[config.mk]
export PLATFORM = sky130hd
export DESIGN_NAME = bcd_updown_counter_n
export DESIGN_NICKNAME = d
export VERILOG_FILES = /design/src/rtl/bcd_pkg.sv /design/src/rtl/bcd_digit_cell.sv /design/src/rtl/bcd_updown_counter_n.sv
export SDC_FILE = /design/constraint.sdc
export NUM_CORES = 1
export LEC_CHECK = 0
export CORE_ASPECT_RATIO = 1.2
export CORE_MARGIN = 2
export CORE_UTILIZATION = 30
export CTS_CLUSTER_DIAMETER = 120
export DETAILED_ROUTE_END_ITERATION = 7
export HOLD_SLACK_MARGIN = 0.15
export PLACE_DENSITY_LB_ADDON = 0.15
export SYNTH_ARGS = -nofsm -noshare
export SYNTH_HDL_FRONTEND = slang
export SYNTH_SLANG_ARGS = --single-unit
[constraint.sdc]
create_clock -name CLK -period 3.9 [get_ports CLK]
set_input_delay 0.78 -clock CLK [delete_from_list [all_inputs] [get_ports CLK]]
set_output_delay 0.78 -clock CLK [all_outputs]
set_load 0.02 [all_outputs]
[src/rtl/bcd_pkg.sv]
// Shared BCD constants and validity helpers for the decade counter family.
package bcd_pkg;

  localparam int unsigned BCD_W          = 4;
  localparam logic [BCD_W-1:0] BCD_NINE  = 4'd9;
  localparam int unsigned BCD_MAX_DIGITS = 16;
  localparam int unsigned BCD_VEC_W      = BCD_W * BCD_MAX_DIGITS;

  function automatic logic bcd_valid(input logic [BCD_W-1:0] nibble);
    return nibble <= BCD_NINE;
  endfunction

  // Callers zero-extend both operands; once every nibble is <= 9 the binary
  // compare orders values exactly as the decimal compare would.
  function automatic logic bcd_all_le(input logic [BCD_VEC_W-1:0] vec,
                                      input logic [BCD_VEC_W-1:0] lim);
    logic ok;
    ok = 1'b1;
    for (int unsigned i = 0; i < BCD_MAX_DIGITS; i++) begin
      if (!bcd_valid(vec[i*BCD_W +: BCD_W])) ok = 1'b0;
    end
    return ok && (vec <= lim);
  endfunction

endpackage

[src/rtl/bcd_digit_cell.sv]
// One registered BCD decade: load beats step; step counts up or down with 9<->0 wrap.
module bcd_digit_cell
  import bcd_pkg::*;
(
  input  logic             clk,
  input  logic             clr,
  input  logic             load,
  input  logic [BCD_W-1:0] ld_val,
  input  logic             step,
  input  logic             up,
  output logic [BCD_W-1:0] digit,
  output logic             at9,
  output logic             at0
);

  always_ff @(posedge clk or posedge clr) begin
    if (clr) begin
      digit <= '0;
    end else if (load) begin
      digit <= ld_val;
    end else if (step) begin
      if (up) digit <= at9 ? '0 : digit + BCD_W'(1);
      else    digit <= at0 ? BCD_NINE : digit - BCD_W'(1);
    end
  end

  always_comb begin
    at9 = (digit == BCD_NINE);
    at0 = (digit == '0);
  end

endmodule

[src/rtl/bcd_updown_counter_n.sv]
// N-digit up/down BCD counter with programmable terminal value, checked parallel
// load and ENP/ENT cascade enables.
module bcd_updown_counter_n
  import bcd_pkg::*;
#(
  parameter int unsigned               DIGITS  = 2,
  parameter logic [BCD_W*DIGITS-1:0]   MAX_BCD = {DIGITS{4'h9}}
) (
  input  logic                      CLK,
  input  logic                      CLR,
  input  logic                      LOAD,
  input  logic [BCD_W*DIGITS-1:0]   DATA,
  input  logic                      ENP,
  input  logic                      ENT,
  input  logic                      UP,
  output logic [BCD_W*DIGITS-1:0]   Q,
  output logic                      RCO,
  output logic [DIGITS-1:0]         DIGIT_RCO,
  output logic                      LOAD_ERR
);

  localparam int unsigned QW = BCD_W * DIGITS;

  logic [DIGITS-1:0] at9, at0, flag, carry, step;
  logic [QW-1:0]     ld_vec;
  logic              count_en, term, wrap, data_ok, cell_load;

  assign data_ok = bcd_all_le(BCD_VEC_W'(DATA), BCD_VEC_W'(MAX_BCD));

  // The terminal wrap reuses the cells' load path: a counting edge at the
  // terminal state loads 0 (up) or MAX_BCD (down) instead of stepping.
  always_comb begin
    count_en  = ~LOAD & ENP & ENT;
    term      = UP ? (Q == MAX_BCD) : (Q == '0);
    wrap      = count_en & term;
    cell_load = (LOAD & data_ok) | wrap;
    ld_vec    = LOAD ? DATA : (UP ? '0 : MAX_BCD);
    RCO       = ENT & term;
    flag      = UP ? at9 : at0;
    DIGIT_RCO = {DIGITS{ENT}} & carry;
  end

  for (genvar g = 0; g < DIGITS; g++) begin : g_digit
    assign carry[g] = &flag[g:0];

    if (g == 0) begin : g_first
      assign step[g] = count_en;
    end else begin : g_rest
      assign step[g] = count_en & carry[g-1];
    end

    bcd_digit_cell u_cell (
      .clk    (CLK),
      .clr    (CLR),
      .load   (cell_load),
      .ld_val (ld_vec[g*BCD_W +: BCD_W]),
      .step   (step[g]),
      .up     (UP),
      .digit  (Q[g*BCD_W +: BCD_W]),
      .at9    (at9[g]),
      .at0    (at0[g])
    );
  end

  always_ff @(posedge CLK or posedge CLR) begin
    if (CLR) LOAD_ERR <= 1'b0;
    else     LOAD_ERR <= LOAD & ~data_ok;
  end

endmodule

=== Yosys cells after proc, flatten, opt, wreduce, memory -nomap -nowiden ===
Cells that the tools add are included.

* Register bits after elaboration: 9
* Input bits: 14

* $add $sub $neg: 4
* Order comparisons: 3
* Equality and inequality tests: 3
* Multiplexer cells: 16
* Bitwise gates (word level): 11
* Reduce and logical (&&, ||, !) cells: 7

{| class="wikitable"
|+ Operators with widths
! operator !! number
|-
| $mux 4 || 10
|-
| $mux 8 || 2
|-
| $add 4x1->4 const B || 2
|-
| $eq 4x4->1 const B || 2
|-
| $eq 8x8->1 const B || 1
|-
| $le 4x4->1 const B || 2
|-
| $le 8x8->1 const B || 1
|-
| $logic_not 4->1 || 2
|-
| $logic_not 8->1 || 1
|-
| $sub 4x1->4 const B || 2
|-
| $and 1x1->1 || 7
|-
| $reduce_bool 2->1 || 2
|-
| $mux 1 || 3
|-
| $and 2x2->2 || 1
|-
| $mux 2 || 1
|-
| $not 1->1 || 2
|-
| $reduce_and 2->1 || 1
|-
| $logic_and 1x1->1 || 1
|-
| $or 1x1->1 || 1
|}

=== Longest topological paths before layout ===
* Word-level depth: 7
* Gate-level depth with buffers: 7

=== By module ===
A second synthesis with hierarchy kept.

* Cell total of the unflattened synthesis: 116
* Area total of the unflattened synthesis: 873.3 µm²

{| class="wikitable"
|+ By module, submodules not included
! module !! instances !! cells an instance !! area each (µm²) !! sequential area each (µm²)
|-
| bcd_digit_cell || 2 || 43 || 324.1 || 100.1
|-
| bcd_updown_counter_n || 1 || 30 || 225.2 || 25.0
|}

=== Worst setup path after synthesis ===
No wires, ideal clock.

* Path type: input-to-output
* From: input port UP
* To: output port DIGIT_RCO[1]
* Arrival: 1.682 ns
* Data required time: 3.120 ns
* Path slack: 1.438 ns
* Cell stages on the path: 4
* Buffers on the path: 0
* Cells stage by stage: nor3_2 -> nor2_1 -> nor2_1 -> and2_1

* Cells in the longest elaborated chain, start to end: 3

{| class="wikitable"
|+ RTL lines
! item !! line !! RTL
|-
| start: declaration || bcd_updown_counter_n.sv:15 || <nowiki>input logic UP,</nowiki>
|-
| $mux 2 || bcd_updown_counter_n.sv:39 || <nowiki>flag = UP ? at9 : at0;</nowiki>
|-
| $reduce_and 2->1 || bcd_updown_counter_n.sv:44 || <nowiki>assign carry[g] = &flag[g:0];</nowiki>
|-
| $and 2x2->2 || bcd_updown_counter_n.sv:40 || <nowiki>DIGIT_RCO = {DIGITS{ENT}} & carry;</nowiki>
|-
| end: declaration || bcd_updown_counter_n.sv:18 || <nowiki>output logic [DIGITS-1:0] DIGIT_RCO,</nowiki>
|}

Every way passes these cells.

=== Worst setup path after layout ===
Ends and elaborated chain as after synthesis.

==> qor.yml <==
status:
  status: "completed"
clocking:
  cts.repair.resized: 0
  cts_buffers: 3
  cts_sinks: 9
  clk_latency_ps: 250
  cts_hold_buffers: 0
  path_clk_slew_ps: 60
  htree_levels: 1
  clockRootBuffer: "clkbuf_4"
  post_cts_buffers: 0
  tritoncts: "yes"
  cts_buffer_depth: 2
critical_path:
  cp.required_ps: 3120
  crit_start: "UP"
  worstPathCellList: "clkdlybuf4s50_1, buf_4, and3_2, nor2_1, nor2_1, and2_1, clkdlybuf4s50_1"
  slowest_delay_ps: 530
  critPathCaptureType: "output port"
  path_max_fanout: 9
  worstSetupStartpointType: "input pin"
  critPathSlowestCell: "clkdlybuf4s50_1"
  crit_family: "buffers and inverters"
  cp_num_buf_inv: 3
  rr_worst_depth: 5
  path_class: "input pin to output port"
  arrival_ps: 2720
  r2r_slack_ps: 2220
  worstReg2RegStart: "g_digit[1].u_cell.digit[0]$_DFFE_PP0P_"
  worst-path-stages: 7
grt:
  grt_pass1_vias: 805
  track_usage: 0.143
  grt_max_degree: 16
  antenna_found_initial: 0
  grt_pass1_wl_um: 3660
  grt_overflow: 0
sta:
  post-route-min-period_ps: 3500
  postLayoutSetupSlackWorst_ps: 397
  fin_crit_sh: 0.898
  worst_slew_pin_slew_ps: 444
  fmax_ghz: 0.285
  finalSetupViolations: 0
  tns_ps: 0
  hold_viol: 0
  clock_skew_ps: 3.75
  final_max_slew_viol_count: 0
  slew_headroom: 0.704
  rsz0062_at_grt: "no"
floorplanning:
  row_count: 21
  design.die.area_mm2: 0.00338
  die_x_um: 53.4
  initial_utilization: 0.316
  die_h_um: 63.3
  ios: 26
  fp.coreArea_mm2: 0.00279
routing:
  wl_um: 2250
  drtIter0Drc: 30
  firstDrtPassIters: 4
  wl_per_cell_um: 13.7
  drtAntennaViolNets: 0
  viasPerCell: 5.44
  drc_errors: 0
  vias: 892
logic_synthesis:
  ys_top_cells_by_area: "dfrtp_1, buf_6, a21oi_1, nand2_1, o21ai_0"
  syn-num-nets: 124
  synth_top_area_cell: "dfrtp_1"
  yosysSeqAreaShare: 0.256
  synth.yosys.warnings: 0
  yosysTopAreaCellShare: 0.256
  syn_inst: 110
  ys_async_sr_fraction: 1.00
  ys_ff_latch: 9
  synth.most_common_cell: "nand2_1"
  syn-cell-area_um2: 880
  synth_cell_types: 43
  ys_top_cells_by_count: "nand2_1, a21oi_1, nor2_1"
  synthFlopType: "dfrtp_1"
  synth-edff-count: 0
  avgSynthCellArea_um2: 8.00
cells_and_area:
  fill_cells: 321
  multi_input_area_um2: 558
  final_nets: 145
  final-seq-area_um2: 225
  syn_to_final_growth_pct: 28.3
  antennaDiodeCount: 0
  instances_no_fill: 164
  drive_gt1_frac: 0.100
  final_util: 0.405
  stdcell_area_mm2: 0.00113
placed_design:
  postPlaceCellArea_mm2: 0.00110
  place_inst: 160
  dpl_worst_slack_ps: 374
  port-buffer-count: 25
  gp_congestion: 0.713
  dp_hpwl_um: 1760
pwr:
  leakagePower_nw: 0.433
  ir_drop_mv: 0.315
  powerDensity_mw_per_mm2: 381
hold_path:
  hold_start: "g_digit[1].u_cell.digit[3]$_DFFE_PP0P_"
  hold_path.class: "register to register"
  hold_path_depth: 2
job:
  maxCapViolations: 0
[per-stage QoR]
stage / hold slack [ps] / power [mW]
6_report: 750 / 0.430
5_1_grt: 815 / 0.465
4_1_cts: 743 / 0.437
3_5_place_dp: 735 / 0.364
3_3_place_gp: 713 / 0.357
2_1_floorplan: 608 / 0.303
[kinds of logic (layout without fill, tap and decap cells)]
group                     count (synthesis)  in the layout  synth area share
AOI/OAI and AO/OA                        36             36             0.277
muxes                                     3              3            0.0341
buffers and inverters                    14             34             0.110
and+or+nand+nor                          46             46             0.303
DFF                                       9              9             0.256
xor gates and xnor gates                  2              2            0.0199
[cell usage in the layout (no fill, tap or decap), types with 2 or more instances in the layout]
cell / netlist / routed
a21oi_1: 10 / 10
a311oi_1: 2 / 2
and2_1: 2 / 2
and3_1: 2 / 2
buf_4: 0 / 2
clkbuf_4: 0 / 3
clkdlybuf4s50_1: 0 / 25
dfrtp_1: 9 / 9
inv_1: 3 / 3
mux2i_1: 3 / 3
nand2_1: 13 / 13
nand3_1: 4 / 4
nor2_1: 10 / 10
nor4_1: 3 / 3
o211ai_1: 2 / 2
o21ai_0: 8 / 8
o22ai_1: 3 / 3
[path summary, 6_finish.rpt]
kind	end
max reg2reg	g_digit[1].u_cell.digit[0]$_DFFE_PP0P_
min	g_digit[1].u_cell.digit[3]$_DFFE_PP0P_
max in group asynchronous	g_digit[0].u_cell.digit[2]$_DFFE_PP0P_
max	DIGIT_RCO[1]
min in group asynchronous	g_digit[1].u_cell.digit[1]$_DFFE_PP0P_
min reg2reg	g_digit[1].u_cell.digit[3]$_DFFE_PP0P_
[flip-flops by register name (all words and copies together) (netlist names)]
signal                flops
g_digit.u_cell.digit      8
LOAD_ERR                  1
[routing by layer]
layer  part of all wire  track usage  up-vias
met5                  0            0        -
met3              0.037       0.0355        0
met2               0.55        0.253       19
met4                  0       0.0192        0
li1                   -            -      443
met1               0.41        0.173      430
[area by class of cell]
cell class / instances / share of cell area
Inverter: 3 / 0.00998
Multi-Input combinational cell: 87 / 0.494
Sequential cell: 9 / 0.200
Timing Repair Buffer: 27 / 0.235
Clock buffer: 4 / 0.0233
Tap cell: 34 / 0.0377
[worst min-delay path, cell delays in order (launching register included)]
cell and delay [ps]:
dfrtp_1 500, o22ai_1 160, nor2_1 60
[power by group]
group / internal [mW] / switching (mW)
combinational: 0.0972 / 0.0908
sequential: 0.111 / 0.0614
clock: 0.0393 / 0.0303
Note: power is estimated with default switching activity, not from simulation.
